<file path="src/rtl/fetch_pkg.sv">
// Shared definitions for the instruction-fetch sequencer: state encoding,
// default widths and the halt-opcode decode helper.
package fetch_pkg;

  localparam int          ADDR_W_DEF   = 8;
  localparam int          DATA_W_DEF   = 32;
  localparam int          CNT_W_DEF    = 16;
  localparam logic [5:0]  HALT_OPC_DEF = 6'b111111;

  typedef enum logic [1:0] {
    ST_IDLE = 2'd0,
    ST_RUN  = 2'd1,
    ST_HALT = 2'd2
  } state_e;

  // True when the opcode field of a fetched word marks a halt instruction.
  function automatic logic is_halt(input logic [5:0] opc, input logic [5:0] halt_opc);
    return (opc == halt_opc);
  endfunction

endpackage

</file>
<file path="src/rtl/fetch_out_reg.sv">
// One-entry valid/ready output stage between fetch and decode.
// Flush has priority over load; with neither, a completed handshake
// empties the stage, otherwise contents hold.
module fetch_out_reg
  import fetch_pkg::*;
#(
  parameter int ADDR_W = ADDR_W_DEF,
  parameter int DATA_W = DATA_W_DEF
) (
  input  logic              clk,
  input  logic              rst_n,
  input  logic              load_i,
  input  logic              flush_i,
  input  logic [DATA_W-1:0] data_i,
  input  logic [ADDR_W-1:0] pc_i,
  input  logic              ready_i,
  output logic [DATA_W-1:0] data_o,
  output logic [ADDR_W-1:0] pc_o,
  output logic              valid_o
);

  logic [DATA_W-1:0] data_q;
  logic [ADDR_W-1:0] pc_q;
  logic              valid_q;

  // Stage register: flush empties, load captures, handshake drains.
  always_ff @(posedge clk or negedge rst_n) begin
    if (!rst_n) begin
      data_q  <= '0;
      pc_q    <= '0;
      valid_q <= 1'b0;
    end else if (flush_i) begin
      valid_q <= 1'b0;
    end else if (load_i) begin
      data_q  <= data_i;
      pc_q    <= pc_i;
      valid_q <= 1'b1;
    end else if (valid_q && ready_i) begin
      valid_q <= 1'b0;
    end
  end

  assign data_o  = data_q;
  assign pc_o    = pc_q;
  assign valid_o = valid_q;

endmodule

</file>
<file path="src/rtl/fetch_ctrl.sv">
// Instruction-fetch sequencer: owns the PC, addresses the combinational
// instruction memory, feeds decode through a one-entry output stage and
// stops on a halt opcode until the next start pulse.
module fetch_ctrl
  import fetch_pkg::*;
#(
  parameter int                ADDR_W   = ADDR_W_DEF,
  parameter int                DATA_W   = DATA_W_DEF,
  parameter logic [ADDR_W-1:0] RESET_PC = '0,
  parameter logic [5:0]        HALT_OPC = HALT_OPC_DEF,
  parameter int                CNT_W    = CNT_W_DEF
) (
  input  logic              clk,
  input  logic              rst_n,
  input  logic              start,
  output logic [ADDR_W-1:0] imem_addr,
  input  logic [DATA_W-1:0] imem_data,
  input  logic              br_valid,
  input  logic [ADDR_W-1:0] br_target,
  output logic [DATA_W-1:0] inst_out,
  output logic [ADDR_W-1:0] inst_pc,
  output logic              inst_valid,
  input  logic              inst_ready,
  output logic              busy,
  output logic              halted,
  output logic [CNT_W-1:0]  retired
);

  state_e            state_q;
  logic [ADDR_W-1:0] pc_q;
  logic              busy_q;
  logic              halted_q;
  logic [CNT_W-1:0]  retired_q;

  logic              ld_ok;
  logic              fire;
  logic              restart;
  logic              halt_word;
  logic              out_load;
  logic              out_flush;

  assign imem_addr = pc_q;
  assign ld_ok     = !inst_valid || inst_ready;
  assign fire      = inst_valid && inst_ready;
  // start only matters outside RUN; inside RUN it is ignored.
  assign restart   = start && (state_q != ST_RUN);
  assign halt_word = is_halt(imem_data[DATA_W-1 -: 6], HALT_OPC);

  // A redirect flushes the stage and blocks capture; a restart empties it.
  assign out_flush = ((state_q == ST_RUN) && br_valid) || restart;
  assign out_load  = (state_q == ST_RUN) && !br_valid && ld_ok;

  fetch_out_reg #(
    .ADDR_W (ADDR_W),
    .DATA_W (DATA_W)
  ) u_out (
    .clk     (clk),
    .rst_n   (rst_n),
    .load_i  (out_load),
    .flush_i (out_flush),
    .data_i  (imem_data),
    .pc_i    (pc_q),
    .ready_i (inst_ready),
    .data_o  (inst_out),
    .pc_o    (inst_pc),
    .valid_o (inst_valid)
  );

  // Fetch FSM with PC update and registered busy/halted flags.
  always_ff @(posedge clk or negedge rst_n) begin
    if (!rst_n) begin
      state_q  <= ST_IDLE;
      pc_q     <= RESET_PC;
      busy_q   <= 1'b0;
      halted_q <= 1'b0;
    end else begin
      case (state_q)
        ST_IDLE, ST_HALT: begin
          if (start) begin
            state_q  <= ST_RUN;
            pc_q     <= RESET_PC;
            busy_q   <= 1'b1;
            halted_q <= 1'b0;
          end
        end
        ST_RUN: begin
          if (br_valid) begin
            // Redirect beats a coincident halt word: word dropped, stay in RUN.
            pc_q <= br_target;
          end else if (ld_ok) begin
            if (halt_word) begin
              state_q  <= ST_HALT;
              busy_q   <= 1'b0;
              halted_q <= 1'b1;
            end else begin
              pc_q <= pc_q + 1'b1;
            end
          end
        end
        default: begin
          state_q  <= ST_IDLE;
          busy_q   <= 1'b0;
          halted_q <= 1'b0;
        end
      endcase
    end
  end

  // Saturating retired-instruction counter; a restart clear beats a handshake.
  always_ff @(posedge clk or negedge rst_n) begin
    if (!rst_n) begin
      retired_q <= '0;
    end else if (restart) begin
      retired_q <= '0;
    end else if (fire && (retired_q != {CNT_W{1'b1}})) begin
      retired_q <= retired_q + 1'b1;
    end
  end

  assign busy    = busy_q;
  assign halted  = halted_q;
  assign retired = retired_q;

endmodule
</file>
<file path="config.mk">
export PLATFORM = sky130hd
export DESIGN_NAME = fetch_ctrl
export DESIGN_NICKNAME = d
export VERILOG_FILES = /design/src/rtl/fetch_pkg.sv /design/src/rtl/fetch_out_reg.sv /design/src/rtl/fetch_ctrl.sv
export SDC_FILE = /design/constraint.sdc
export NUM_CORES = 1
export LEC_CHECK = 0
export CAP_MARGIN = 20
export CORE_UTILIZATION = 41
export CTS_BUF_LIST = sky130_fd_sc_hd__clkbuf_2
export CTS_CLUSTER_DIAMETER = 30
export DETAILED_ROUTE_END_ITERATION = 6
export PLACE_DENSITY = 0.88
export SKIP_LAST_GASP = 1
export SLEW_MARGIN = 20
export SYNTH_ARGS = -nofsm -noshare
export SYNTH_HDL_FRONTEND = slang
export SYNTH_HIERARCHICAL = 1
export SYNTH_SLANG_ARGS = --single-unit
</file>
<file path="constraint.sdc">
create_clock -name clk -period 1.85 [get_ports clk]
set_clock_uncertainty 0.1 [all_clocks]
set_input_delay 0.2775 -clock clk [delete_from_list [all_inputs] [get_ports clk]]
set_output_delay 0.2775 -clock clk [all_outputs]
set_load 0.02 [all_outputs]
</file>
==> results.md <==
* Worst path depth at 7
* Max Cap Viol at 0
* Max incr delay on CP at 450 ps
* PortBufs at ~110
* FILL cells at 557
* Post-DRT Antenna Nets at 0
* P&R area growth vs syn at 62.76%
* Worst R2R Path Depth at 7
* Commonest non-fill, non-tap cell in the layout: dlygate4sd2_1
* R2R setup slack at -50 ps
* CTS Root Cell: clkbuf_2
* Die Area at 7908 um^2
* FF+latch area at 1692 um^2
* Post-detailed-routing wire length at a little under 9000 um
* WHS at 169.5 ps
* Avg WL per Cell at between 15 and 20 um
* Register area share after synthesis at around 54%
* GRT Total Usage at between 20% and 30%
* CTS tree: yes
* Syn Std Cell Area at around 3100 um^2
* Met2 WL post-DR at 4537 um
* Pwr Density at approximately 1400 nW/um^2
* DRT Pass-1 Iters at 4
* Vias in the first global route at 2,803
* Hold Path Class: input port to asynchronous set/reset pin
* Final GP Congestion at roughly 0.85
* Die X at around 89 um
* Clock Latency Late Sink at just over 500 ps
* Mean post-synth cell area at approximately 12 um^2
* Status: complete, but fails checks
* TritonCTS buffer count at 9
* WP data arrival at 2210 ps
* Terminus of the critical flop-to-flop path: u_out/data_o[27]
* EDFF count, synth at 0
* Slew Limit Fails at 0
* CP Data Required Time at between 2000 and 2500 ps
* Post-synth top flop: dfrtp_1
* Family with the most delay on the worst path: simple AND/OR/NAND/NOR gates
* Via/cell ratio at roughly 5.2
* Maximum vdd ir drop at between 0.8 and 0.9 mV
* # H-tree levels at 3
* Relative slew margins at 75.68%
* First-pass GRT wire length at 13,340 um
* Diode count at 0
* Clk buf depth at 2
* Final hold vios at 0
* Most frequent cells in the layout: dlygate4sd2_1 (63), dfrtp_1 (55), clkdlybuf4s50_1 (43), buf_4 (43), mux2_4 (31)
* Synthesis-stage register bit count at 67
* Final-report setup violation count at 27
* Clock transition at the registers of the reported paths at 220 ps
* Setup Crit Path Kind: register to register
* DR DRC count at 0
* Net count of the mapped netlist at slightly above 300
* Final period util at 102.7%
* Vias after detailed routing at approximately 2.7k
* CP startpoint kind: register
* Num rows at 31
* Crit path max fanout at 7
* Initial Utilization at 42.48%
* WP buf/inv at 2
* RSZ-0062 raised after global routing: yes
* Reg2Reg Launch Point: halted
* Post-synth ARST share at 100.0%
* CP startpoint: halted
* Largest net degree at the start of global routing at around 70
* Dpl hpwl at approximately 6000 um
* F_max at 0.5262 GHz
* Final Worst Setup Slack at -50.33 ps
* Minimum clock period after layout at 1900 ps
* Core footprint at between 7000 and 8000 um^2
* Synth Instances at roughly 260
* Die Ht at 88.93 um
* Layout cells sized above 1 at 35.36%
* Worst slew pin tran at around 360 ps
* Critical-path top delay cell: dfrtp_1
* Final Util at around 69%
* Critical Path Sink: u_out/data_o[27]
* Routed metal-1 wirelength at around 3600 um
* Failing checks: negative setup slack
* Met3 Routed Length at 556 um
* Total Nets Final at approximately 470
* I/O pins at 112
* Antenna violations before repair at 0
* Critical Path Sink Type: register
* Top Layer Used: met4
* Yosys warnings at 6
* Multi-input gate area at 1544 um^2
* Initial DRC Count at roughly 110
* Sink Count at 67
* Post-synthesis cell type count at between 40 and 50
* GRT overflow at 0
* Worst-path cell chain: nor2b_2, nand2b_1, nor2_2, nor2b_4, buf_6, buf_12, mux2_4
* Pleak at 2.288 nW
## worst register-to-register path, stage by stage (launching register included)
cell	delay, ps
dfrtp_1	450
nor2b_2	190
nand2b_1	120
nor2_2	140
nor2b_4	230
buf_6	150
buf_12	130
mux2_4	300
## repair_timing
item	4_1_cts	5_1_grt
hold buffers	1	0
gates resized for setup	83	46
setup endpoints to repair	104	57
pin swaps	1	9
hold endpoints to repair	67	0
cloned	2	1
setup buffers	8	5
## through the flow
stage | cells | instance area [um^2] | worst slack [ps] | setup TNS (ps) | power (mW)
6_report | 526 | 5042 | -50.33 | -773.3 | 7.214
4_1_cts | 520 | 4810 | -64.49 | -624.1 | 6.917
3_3_place_gp | 493 | 4594 | -284.7 | -9920 | 6.025
5_1_grt | 526 | 5042 | -145.5 | -4045 | 7.623
3_5_place_dp | 493 | 4594 | -372.5 | -13010 | 6.159
2_1_floorplan | 259 | 3151 | -6.269 | -18.58 | 4.346
## cell families (layout without fill, tap and decap cells)
| group | count (synthesis) | after routing | share of synthesized area (%) |
|---|---|---|---|
| adder cells (fa/ha/maj) | 2 | 2 | 0.8076 |
| AND/OR/NAND/NOR | 76 | 76 | 14.30 |
| flip-flops | 67 | 67 | 54.12 |
| AO/OA/AOI/OAI | 55 | 55 | 12.00 |
| multiplexers | 41 | 41 | 15.23 |
| buffers and inverters | 18 | 186 | 3.554 |
## Yosys cell counts, types with 3 or more instances
library cell / number / share of area [%]
o21ai_0: 5 / 0.81
inv_1: 6 / 0.73
clkbuf_8: 4 / 1.8
mux2_2: 37 / 13
and3_1: 3 / 0.61
dfrtp_1: 67 / 54
nand2b_1: 5 / 1.0
clkbuf_1: 5 / 0.61
nand4_1: 6 / 1.2
nor4_1: 3 / 0.61
mux2_4: 3 / 1.5
or3_1: 4 / 0.81
a21oi_1: 18 / 2.9
o2bb2ai_1: 7 / 2.0
nand2_1: 10 / 1.2
o31ai_1: 9 / 2.2
nor3_1: 6 / 0.97
a22oi_1: 3 / 0.73
or4_1: 8 / 1.9
nor2_1: 8 / 0.97
nand3_1: 9 / 1.5
and2_1: 4 / 0.81
## metal layers
layer	vias to the layer above	GRT usage, %
met5	-	0
met4	0	8.211
met3	14	6.464
met2	95	36.78
met1	1331	27.66
li1	1300	-
## area by class of cell
cell class | count | share of cell area [%]
clock inverters | 7 | 1.538
multi-input cells | 174 | 30.62
repair buffers | 164 | 30.50
well taps | 99 | 2.457
flip-flops and latches | 67 | 33.55
inverters | 6 | 0.4466
clock buffers | 9 | 0.8933
## flip-flops by register name, summed over array words and instances (netlist names)
| name | count |
|---|---|
| u_out/data_o | 32 |
| halted | 1 |
| u_out/pc_o | 8 |
| u_out/valid_o | 1 |
| imem_addr | 8 |
| retired | 16 |
| state_q | 1 |
## worst min-delay path by stage
stage	depth (start not counted)	endpoint	from	slack (ps)
final	3	retired[11]	rst_n	170
after global routing	2	u_out/data_o[22]	imem_data[22]	210
after CTS	3	u_out/data_o[20]	rst_n	160
after detailed placement	2	retired[6]	rst_n	220
after global placement	2	retired[15]	rst_n	220
after floorplan	0	halted	rst_n	-120
## report_power, final
group          internal (mW)  total (mW)  switching (mW)
Combinational           2.00        3.85            1.84
Sequential              2.04        2.46           0.421
Clock                  0.321       0.906           0.584
Total                   4.37        7.21            2.85
Note: power is estimated with default switching activity, not from simulation.
